### config.mk
export PLATFORM = sky130hd
export DESIGN_NAME = instr_encoder_flat
export DESIGN_NICKNAME = d
export VERILOG_FILES = /design/src/rtl/instr_encoder_if.sv /design/src/rtl/instr_encoder.sv /design/src/flat_wrapper.sv
export SDC_FILE = /design/constraint.sdc
export NUM_CORES = 1
export LEC_CHECK = 0
export ABC_AREA = 0
export BUFFER_PORTS_ARGS = -buffer_cell sky130_fd_sc_hd__buf_2
export CAP_MARGIN = 0
export CORE_MARGIN = 4
export CORE_UTILIZATION = 40
export DETAILED_ROUTE_END_ITERATION = 16
export PLACE_DENSITY = 0.74
export SLEW_MARGIN = 20
export SYNTH_ARGS = -nofsm -noshare
export SYNTH_HDL_FRONTEND = slang
export SYNTH_SLANG_ARGS = --single-unit
### constraint.sdc
create_clock -name clk -period 2.2 [get_ports clk]
set_input_delay 0.11 -clock clk [delete_from_list [all_inputs] [get_ports clk]]
set_output_delay 0.11 -clock clk [all_outputs]
set_load 0.01 [all_outputs]
### src/rtl/instr_encoder_if.sv
// rtl/instr_encoder_if.sv - field-bundle input stream and instruction-memory write port
// The slave modport is the encoder's view; the master modport is the loader/memory side.
interface instr_encoder_if #(
  parameter int ADDR_W = 6
);
  logic              in_valid;
  logic              in_ready;
  logic [1:0]        in_kind;
  logic [3:0]        in_cond;
  logic [3:0]        in_cmd;
  logic              in_s;
  logic              in_load;
  logic [3:0]        in_rd;
  logic [3:0]        in_rn;
  logic [3:0]        in_rm;
  logic [23:0]       in_imm;
  logic              mem_we;
  logic              mem_ready;
  logic [ADDR_W-1:0] mem_addr;
  logic [31:0]       mem_wdata;

  modport slave (
    input  in_valid, in_kind, in_cond, in_cmd, in_s, in_load, in_rd, in_rn, in_rm, in_imm,
    output in_ready,
    output mem_we, mem_addr, mem_wdata,
    input  mem_ready
  );

  modport master (
    output in_valid, in_kind, in_cond, in_cmd, in_s, in_load, in_rd, in_rn, in_rm, in_imm,
    input  in_ready,
    input  mem_we, mem_addr, mem_wdata,
    output mem_ready
  );
endinterface

### src/rtl/instr_encoder.sv
// rtl/instr_encoder.sv - packs decoded ARM-subset fields into 32-bit words for instruction memory
// One pending output word; writes go to sequential addresses until the memory is full.
module instr_encoder #(
  parameter int ADDR_W = 6
) (
  input  logic              clk,
  input  logic              reset,
  input  logic              restart,
  instr_encoder_if.slave    bus,
  output logic [ADDR_W:0]   word_count,
  output logic              mem_full,
  output logic              err,
  output logic [7:0]        err_count
);
  localparam logic [ADDR_W:0] DEPTH = {1'b1, {ADDR_W{1'b0}}};

  logic [ADDR_W:0] r_cnt;
  logic            r_pending;
  logic [31:0]     r_wdata;
  logic            r_err;
  logic [7:0]      r_err_count;

  logic            w_is_dp;
  logic            w_cmd_ok;
  logic            w_is_cmp;
  logic            w_s;
  logic [3:0]      w_rd;
  logic [11:0]     w_op2;
  logic [31:0]     w_word;
  logic [ADDR_W:0] w_fill;
  logic            w_accept;
  logic            w_store;
  logic            w_reject;
  logic            w_write;

  assign w_is_dp  = ~bus.in_kind[1];
  assign w_is_cmp = (bus.in_cmd == 4'b1010);

  always_comb begin
    w_cmd_ok = 1'b0;
    case (bus.in_cmd)
      4'b0100, 4'b0010, 4'b0000, 4'b1100, 4'b1010: w_cmd_ok = 1'b1;
      default:                                     w_cmd_ok = 1'b0;
    endcase
  end

  // CMP only sets flags, so S is forced and the destination field is zero.
  assign w_s   = w_is_cmp ? 1'b1 : bus.in_s;
  assign w_rd  = w_is_cmp ? 4'h0 : bus.in_rd;
  assign w_op2 = bus.in_kind[0] ? bus.in_imm[11:0] : {8'h00, bus.in_rm};

  always_comb begin
    w_word = 32'h0;
    case (bus.in_kind)
      2'd0, 2'd1: w_word = {bus.in_cond, 2'b00, bus.in_kind[0], bus.in_cmd, w_s,
                            bus.in_rn, w_rd, w_op2};
      2'd2:       w_word = {bus.in_cond, 2'b01, 5'b01100, bus.in_load,
                            bus.in_rn, bus.in_rd, bus.in_imm[11:0]};
      default:    w_word = {bus.in_cond, 2'b10, 2'b10, bus.in_imm};
    endcase
  end

  // Words already written plus the one waiting must leave room for a new one.
  assign w_fill       = r_cnt + {{ADDR_W{1'b0}}, r_pending};
  assign bus.in_ready = ~restart & (w_fill < DEPTH) & (~r_pending | bus.mem_ready);

  assign w_accept = bus.in_valid & bus.in_ready;
  assign w_reject = w_accept & w_is_dp & ~w_cmd_ok;
  assign w_store  = w_accept & ~(w_is_dp & ~w_cmd_ok);
  assign w_write  = r_pending & bus.mem_ready;

  always_ff @(posedge clk or posedge reset) begin
    if (reset) begin
      r_cnt       <= '0;
      r_pending   <= 1'b0;
      r_wdata     <= 32'h0;
      r_err       <= 1'b0;
      r_err_count <= 8'h00;
    end else begin
      r_err <= w_reject;
      if (w_reject && (r_err_count != 8'hFF))
        r_err_count <= r_err_count + 8'd1;
      if (restart) begin
        r_cnt     <= '0;
        r_pending <= 1'b0;
      end else begin
        if (w_write)
          r_cnt <= r_cnt + 1'b1;
        if (w_store) begin
          r_pending <= 1'b1;
          r_wdata   <= w_word;
        end else if (w_write) begin
          r_pending <= 1'b0;
        end
      end
    end
  end

  assign bus.mem_we    = r_pending;
  assign bus.mem_addr  = r_cnt[ADDR_W-1:0];
  assign bus.mem_wdata = r_wdata;
  assign word_count    = r_cnt;
  assign mem_full      = r_cnt[ADDR_W];
  assign err           = r_err;
  assign err_count     = r_err_count;
endmodule

### src/flat_wrapper.sv
// flat-port wrapper written by rule: the top's interface ports become plain ports
module instr_encoder_flat 
#(
  parameter int ADDR_W = 6
)
  (clk, reset, restart, word_count, mem_full, err, err_count, bus_in_valid, bus_in_kind, bus_in_cond, bus_in_cmd, bus_in_s, bus_in_load, bus_in_rd, bus_in_rn, bus_in_rm, bus_in_imm, bus_in_ready, bus_mem_we, bus_mem_addr, bus_mem_wdata, bus_mem_ready);
  instr_encoder_if #(.ADDR_W(ADDR_W)) bus_i ();
  input  logic clk;
  input  logic reset;
  input  logic restart;
  output logic [ADDR_W:0] word_count;
  output logic mem_full;
  output logic err;
  output logic [7:0] err_count;
  input wire logic [$bits(bus_i.in_valid)-1:0] bus_in_valid;
  input wire logic [$bits(bus_i.in_kind)-1:0] bus_in_kind;
  input wire logic [$bits(bus_i.in_cond)-1:0] bus_in_cond;
  input wire logic [$bits(bus_i.in_cmd)-1:0] bus_in_cmd;
  input wire logic [$bits(bus_i.in_s)-1:0] bus_in_s;
  input wire logic [$bits(bus_i.in_load)-1:0] bus_in_load;
  input wire logic [$bits(bus_i.in_rd)-1:0] bus_in_rd;
  input wire logic [$bits(bus_i.in_rn)-1:0] bus_in_rn;
  input wire logic [$bits(bus_i.in_rm)-1:0] bus_in_rm;
  input wire logic [$bits(bus_i.in_imm)-1:0] bus_in_imm;
  output wire logic [$bits(bus_i.in_ready)-1:0] bus_in_ready;
  output wire logic [$bits(bus_i.mem_we)-1:0] bus_mem_we;
  output wire logic [$bits(bus_i.mem_addr)-1:0] bus_mem_addr;
  output wire logic [$bits(bus_i.mem_wdata)-1:0] bus_mem_wdata;
  input wire logic [$bits(bus_i.mem_ready)-1:0] bus_mem_ready;
  assign bus_i.in_valid = bus_in_valid;
  assign bus_i.in_kind = bus_in_kind;
  assign bus_i.in_cond = bus_in_cond;
  assign bus_i.in_cmd = bus_in_cmd;
  assign bus_i.in_s = bus_in_s;
  assign bus_i.in_load = bus_in_load;
  assign bus_i.in_rd = bus_in_rd;
  assign bus_i.in_rn = bus_in_rn;
  assign bus_i.in_rm = bus_in_rm;
  assign bus_i.in_imm = bus_in_imm;
  assign bus_in_ready = bus_i.in_ready;
  assign bus_mem_we = bus_i.mem_we;
  assign bus_mem_addr = bus_i.mem_addr;
  assign bus_mem_wdata = bus_i.mem_wdata;
  assign bus_i.mem_ready = bus_mem_ready;
  instr_encoder #(.ADDR_W(ADDR_W)) u_core (.clk(clk), .reset(reset), .restart(restart), .bus(bus_i), .word_count(word_count), .mem_full(mem_full), .err(err), .err_count(err_count));
endmodule
### Word-level counts from Yosys, hierarchy flattened

Index checks and enable logic that the tools add are counted.

* flip-flop bits (word level): 49
* input port bits: 53
* output and inout bits: 57
* logic and storage cells: 48

* $add $sub $neg: 3
* magnitude comparators: 1
* equal/unequal tests: 7
* multiplexer cells: 10
* bitwise logic cells: 14
* reductions and logical operators: 8

Operators by type and width (count)
* $pmux 28 s2: 1
* $mux 7: 2
* $mux 12: 1
* $add 8x1->8 const B: 1
* $and 1x1->1: 8
* $eq 4x4->1 const B: 2
* $ne 8x8->1 const B: 1
* $add 7x1->7: 1
* $add 7x1->7 const B: 1
* $lt 7x7->1 const B: 1
* $mux 1: 5
* $not 1->1: 5
* $reduce_or 5->1: 1
* $eq 4x2->1 const B: 1
* $eq 4x3->1 const B: 1
* $logic_not 4->1: 1
* $mux 4: 1
* $reduce_bool 3->1: 1
* $eq 2x1->1 const B: 1
* $eq 2x2->1 const B: 1
* $logic_not 2->1: 1
* $reduce_and 2->1: 1
* $reduce_bool 2->1: 1
* $reduce_or 2->1: 1
* 2 further kinds: 2

### Longest topological paths before layout

Gate-level depths: netlist of run 1.

* depth after elaboration: 9
* mapped depth: 6
* depth with buffers taken out: 5

### Worst setup path after synthesis of run 1

Ideal clock, no wire load.

* path kind: flip-flop to flip-flop
* start point: register u_core.r_pending, in the netlist u_core.bus.mem_we
* end point: register u_core.r_err_count[5], in the netlist u_core.err_count[5]
* arrival time: 1702 ps
* required time: 2074 ps
* path slack: 372 ps
* cell stages (with the launch flop): 6
* path through: dfrtp_1 > and4_1 > a21oi_2 > o211ai_4 > or4b_1 > xnor2_1

* cells in the longest elaborated chain, start to end: 8
* elaborated cells on any way between the ends: 10
* those cells by class: add/sub (1); order compare (1); bitwise (7); reduce/logical (1)

Ends and longest elaborated chain
* start: declaration: RTL line instr_encoder.sv:18 `logic r_pending;`
* start signal: assignment: RTL line instr_encoder.sv:75 `r_pending <= 1'b0;`
* start signal: assignment: RTL line instr_encoder.sv:85 `r_pending <= 1'b0;`
* start signal: assignment: RTL line instr_encoder.sv:90 `r_pending <= 1'b1;`
* $add 7x1->7: RTL line instr_encoder.sv:64 `assign w_fill = r_cnt + {{ADDR_W{1'b0}}, r_pending};`
* $lt 7x7->1: RTL line instr_encoder.sv:65 `assign bus.in_ready = ~restart & (w_fill < DEPTH) & (~r_pending | bus.mem_ready);`
* $and 1x1->1: RTL line instr_encoder.sv:65
* $and 1x1->1 (*): RTL line instr_encoder.sv:65
* $and 1x1->1 (*): RTL line instr_encoder.sv:67 `assign w_accept = bus.in_valid & bus.in_ready;`
* $and 1x1->1 (*) (2 in a row): RTL line instr_encoder.sv:68 `assign w_reject = w_accept & w_is_dp & ~w_cmd_ok;`
* $logic_and 1x1->1 (*): RTL line instr_encoder.sv:81 `if (w_reject && (r_err_count != 8'hFF))`
* end signal: assignment: RTL line instr_encoder.sv:82 `r_err_count <= r_err_count + 8'd1;`
* end: declaration: RTL line instr_encoder.sv:21 `logic [7:0] r_err_count;`

Every way passes the cells marked *; elsewhere a longest branch is shown, timed or not.
A chain may end at the register's enable or synchronous reset.

### Final worst setup path of run 1

* start point: register u_core.r_pending, in the netlist u_core.bus.mem_we
* end point: register u_core.r_err_count[1], in the netlist u_core.err_count[1]

Same word-level chain as after synthesis.

==> flow_summary.toml, run 1 <==
[run]
max_cap_viol_count = 0

[sta]
fin_crit_sh_pct = 90.3
min_period_ns = 1.99
skew_ns = 0.0115
worst_slew_pin_slew_ns = 0.548
fin_setup_tns_ns = 0
hold_viol = 0
slew_headroom_pct = 63.4
fmax_mhz = 503
slew_viol_final = 0
rsz0062_at_grt = "no"
setup_viol = 0
fin_ws_ns = 0.213

[clock_network]
cts_resized = 0
clk_latency_ns = 0.30
path_clk_slew_ns = 0.09
cts_tree = "yes"
h-tree-depth = 2
clockBufferDepth = 2
cts_buffers = 5
cts_root_buffer = "clkbuf_8"
clkSinkCount = 49

[worst_setup_path]
crit_family = "simple AND/OR/NAND/NOR gates"
criticalPathCategory = "flop to flop"
critPathBufInv = 0
regToRegSetupSlack_ns = 0.21
crit_chain = "and4_1, a21oi_2, o211ai_4, nor3_1, mux2_2"
critPathMaxFanout = 8
cp-end-kind = "flop"
critPathSlowestCell = "dfrtp_1"
crit_required_ns = 2.38
start_kind = "flop"
r2r_start = "u_core.bus.mem_we"
arrival_ns = 2.17
critPathMaxStageDelay_ns = 0.43
r2r_cells = 5
r2r_end = "u_core.err_count[1]"

[min_path]
min_to = "u_core.bus.mem_wdata[29]"
min_path_cells = 2
hold_path.class = "input port to flop"
min_from = "bus_in_cond[1]"

[logic_synthesis]
syn_area_mm2 = 0.00232
syn_inst = 228
synth_cell_type_count = 42
synth_mux_area_share_pct = 7.75
ys_warn_count = 0
async_reset_ff_share_pct = 100
synth-compound-area-share_pct = 11.8
synth_top_cell_area_share_pct = 52.8
ys_top_cells_by_area = "dfrtp_1 53%, nand2_1 6.8%, o21ai_0 6.0%"
synth-edff-count = 0
syn_nets = 283
syn_area_per_cell_um2 = 10.2
synth_seq_cells = 49
synth_fa_ha_area_share_pct = 1.08
synthSimpleGateAreaFrac_pct = 18.1
synthFlopType = "dfrtp_1"
yosys.area.top_type = "dfrtp_1"
ys_seq_area_share_pct = 52.8
synth-xor-area-share_pct = 4.15
synth_top_family_by_area = "simple AND/OR/NAND/NOR gates"

[final_layout]
multi_input_area_mm2 = 0.00101
diodes = 0
fillers = 523
final_nets = 388
drive_gt1_share_pct = 41.6
area_growth_pct = 30.7
final_cell_mix = "109 x buf_2, 49 x dfrtp_1, 42 x nand2_1"
final_common_cell = "buf_2"
seq_area_mm2 = 0.00123

[routing]
finalWirelength_um = 5610
avgViaCountPerCell = 4.98
vias = 2020
wire_per_inst_um = 13.8
drc = 0
drtIter0Drc = 34
dr.pass1.iters = 4
ant_nets = 0

[global_routing]
grt_remaining_overflow = 0
grt_first_pass_wirelength_um = 9140
grt_usage_pct = 15.9
grt_pass1_vias = 1893
grt_max_degree = 20
antenna_found_initial = 0

[place]
port_buffers = 109
dp_slack_ns = 0.242
finalWeightedCongestion = 0.800
post-dp-hpwl_um = 4350

[pwr]
p_leak_nw = 1.63
ir_drop_v = 0.000330
p_per_area_mw_per_mm2 = 774

[floorplanning]
start_util_pct = 41.7
die_h_um = 84.2
placementRows = 27
die_area_mm2 = 0.00709
core-area_mm2 = 0.00557
io_pins = 110
die_x_um = 84.2

[run_status]
status = "completed"
[logic make-up (layout without fill, tap and decap cells)]
group,after synthesis,count (layout)
xor+xnor,11,11
compound gates,45,45
flops,49,49
buf+inv,19,125
simple gates,85,85
mux,17,17
fa+ha+maj,2,2
[worst register-to-register path, delay by kind of cell, from the launching register on]
kind	cells	cell delay [ns]
AOI/OAI and AO/OA	2	0.48
DFF	1	0.43
muxes	1	0.37
and+or+nand+nor	2	0.58
[layout make-up]
class                      count  share of cell area, %
clock buffer                   6                   2.39
multi-input combinational    160                   33.2
timing repair buffer         115                   19.5
clock inverter                 2                   1.28
tap                           72                   2.97
inverter                       2                  0.247
sequential                    49                   40.4
[worst max path at each step]
stage,startpoint,depth (start not counted),end,slack [ns]
detailed placement,u_core.bus.mem_we,5,u_core.err_count[5],0.24
finish,u_core.bus.mem_we,5,u_core.err_count[1],0.21
CTS,u_core.bus.mem_we,5,u_core.err_count[1],0.22
global placement,u_core.bus.mem_we,5,u_core.err_count[5],0.30
floorplan,u_core.bus.mem_we,5,u_core.err_count[5],0.37
global route,u_core.word_count[2],6,u_core.bus.mem_wdata[12],0.08
[power breakdown]
| part | total (mW) | switching, mW | internal, mW |
|---|---|---|---|
| Sequential | 1.16 | 0.108 | 1.05 |
| Clock | 0.638 | 0.296 | 0.341 |
| Combinational | 0.553 | 0.299 | 0.255 |
| Total | 2.35 | 0.703 | 1.65 |
[layer usage]
layer | global-route usage [%] | part of all wire [%]
met5 | 0 | 0
met4 | 4.82 | 0.93
met3 | 4.81 | 8.6
met2 | 26.7 | 49
met1 | 19.8 | 41
[sequential cells by signal (all words and copies together) (netlist names)]
signal / count
u_core.bus.mem_wdata: 32
u_core.err: 1
u_core.err_count: 8
u_core.word_count: 7
u_core.bus.mem_we: 1
[per-stage QoR]
stage                     instances  cell area, um2  total power, mW  utilization [%]  hold WS [ns]
after detailed placement        397            2920             1.74             52.3         0.119
final                           406            3040             2.35             54.5        0.0365
after global routing            406            3040             2.51             54.5        0.0324
after floorplan                 228            2320             1.46                -         0.246
after global placement          397            2920             1.72             52.3         0.116
after CTS                       406            3040             2.39             54.5        0.0295
[synthesized netlist by cell type, types with 2 or more instances]
cell type and number:
buf_4 7, clkbuf_1 7, buf_1 2, mux2_2 8
xnor2_1 6, nand2b_1 2, nand2_1 42, nand3_1 6
inv_1 2, mux2i_1 9, and3_2 2, nor3_1 3
dfrtp_1 49, a21o_1 2, and3_1 9, a21oi_1 6
ha_1 2, nor2_1 8, a22oi_1 2, o21ai_0 28
xor2_1 5
[repair_timing]
item / CTS / global route
hold endpoints to repair: 16 / 0
buffers inserted: 0 / 0
hold buffers: 1 / 0
Power figures use the tool's default switching activity.
==> run 2, diff against run 1 <==
PLACE_DENSITY = 0.79   (was 0.74)
==> run 2 against run 1 <==
Die area unchanged. Wire length increased by 1.1%. Clock skew decreased by 0.0071 ns. Non-clock buffer count decreased by 2. Via count decreased by 1.8%. Flip-flop and latch count unchanged. Cell count decreased by 0.25%. Final area decreased by 0.95%. Combinational power about the same. Clock-buffer cell count unchanged. First-iteration DRC count increased by 120%. Critical path type unchanged.
==> flow_summary.toml, run 2 (synthesized netlist as in run 1, its figures left out) <==
[run_status]
status = "completed"

[routing]
finalWirelength_um = 5670
vias = 1983
dr.pass1.iters = 4
avgViaCountPerCell = 4.90
drtIter0Drc = 75
drc = 0
wire_per_inst_um = 14.0
ant_nets = 0

[floorplanning]
io_pins = 110
core-area_mm2 = 0.00557
placementRows = 27
die_h_um = 84.2
die_area_mm2 = 0.00709
die_x_um = 84.2
start_util_pct = 41.7

[global_routing]
grt_usage_pct = 15.8
grt_remaining_overflow = 0
grt_first_pass_wirelength_um = 9270
grt_pass1_vias = 1985
grt_max_degree = 50
antenna_found_initial = 0

[worst_setup_path]
crit_end = "u_core.err_count[1]"
r2r_cells = 5
r2r_start = "u_core.bus.mem_we"
start_kind = "flop"
critPathMaxFanout = 8
regToRegSetupSlack_ns = 0.15
crit_required_ns = 2.38
worstSetupStartpoint = "u_core.bus.mem_we"
criticalPathCategory = "flop to flop"
r2r_end = "u_core.err_count[1]"
cp-end-kind = "flop"
arrival_ns = 2.23

[final_layout]
fillers = 531
largest_reg_flops = 32
drive_gt1_share_pct = 41.4
utilization_pct = 54.0
final_common_cell = "buf_2"
final_cell_mix = "109 x buf_2, 49 x dfrtp_1, 42 x nand2_1"
diodes = 0
stdcell_count = 405
final_nets = 387
area_growth_pct = 29.5

[place]
finalWeightedCongestion = 0.875
post-dp-hpwl_um = 4200
port_buffers = 109
place_inst = 395
dp_slack_ns = 0.133

[clock_network]
clockBufferDepth = 2
cts_root_buffer = "clkbuf_8"
clkSinkCount = 49
clk_latency_ns = 0.29
path_clk_slew_ns = 0.08
cts_buffers = 5
cts_tree = "yes"
post_cts_buffers = 0
h-tree-depth = 2

[sta]
setup_viol = 0
min_period_ns = 2.05
worst_slew_pin_slew_ns = 0.611
hold_viol = 0
skew_ns = 0.00444
slew_headroom_pct = 59.3
slew_viol_final = 0
fin_setup_tns_ns = 0
fin_ws_ns = 0.154
fin_hold_ws_ns = 0.0436
fmax_mhz = 489
rsz0062_at_grt = "no"
fin_crit_sh_pct = 93.0

[min_path]
hold_path.class = "input port to flop"

[pwr]
p_per_area_mw_per_mm2 = 736
p_leak_nw = 1.61
ir_drop_v = 0.000452

[run]
max_cap_viol_count = 0
## run 2: cell types whose count changed in the layout (fill, tap and decap cells not counted)
cell,previous run,this run
buf_4,5,3
clkinv_2,0,2
bufinv_16,1,0
clkinv_4,1,0
o2111ai_2,0,1
## run 2: metal layers
| layer | part of all wire, % | global-route usage, % | up-vias |
|---|---|---|---|
| met2 | 48 | 27.3 | 92 |
| li1 | - | - | 986 |
| met4 | 0.93 | 3.51 | 0 |
| met3 | 8.3 | 3.93 | 6 |
| met5 | 0 | 0 | - |
| met1 | 42 | 20.1 | 899 |
## run 2: critical path: stages, from the launching register on
cell and delay (ns):
dfrtp_1 0.44, and4_1 0.26, a21oi_2 0.36, o211ai_4 0.18, nor3_1 0.33, mux2_2 0.38
## run 2: through the flow
stage,area (um2),power [mW]
floorplan,2320,1.46
global placement,2900,1.72
detailed placement,2900,1.74
CTS,2990,2.25
global route,3010,2.37
finish,3010,2.22
## run 2: how the worst min path moves through the flow
stage | from | to | slack (ns) | cells after the start
2_1_floorplan | bus_in_imm[10] | u_core.bus.mem_wdata[10] | 0.25 | 2
3_3_place_gp | reset | u_core.err_count[7] | 0.30 | 3
3_5_place_dp | reset | u_core.err_count[7] | 0.31 | 3
4_1_cts | bus_in_cond[1] | u_core.bus.mem_wdata[29] | 0.03 | 2
5_1_grt | bus_in_cond[1] | u_core.bus.mem_wdata[29] | 0.03 | 2
6_report | bus_in_cond[2] | u_core.bus.mem_wdata[30] | 0.04 | 2
## run 2: what timing repair did
item	CTS	global route
hold buffers	1	0
resized for setup	0	0
endpoints found under the setup margin	0	12
hold endpoints to repair	49	0
## run 2: final cells by class
| cell class | instances | area [um2] | area share (%) |
|---|---|---|---|
| Clock inverter | 2 | 10.0 | 0.333 |
| Inverter | 2 | 7.51 | 0.249 |
| Clock buffer | 6 | 72.6 | 2.41 |
| Timing Repair Buffer | 113 | 578 | 19.2 |
| Sequential cell | 49 | 1230 | 40.7 |
| Tap cell | 72 | 90.1 | 2.99 |
| Multi-Input combinational cell | 161 | 1020 | 34.1 |
## run 2: report_power, final
part	switching [mW]	internal, mW
Combinational	0.300	0.251
Sequential	0.113	1.05
Clock	0.278	0.221
Total	0.690	1.52
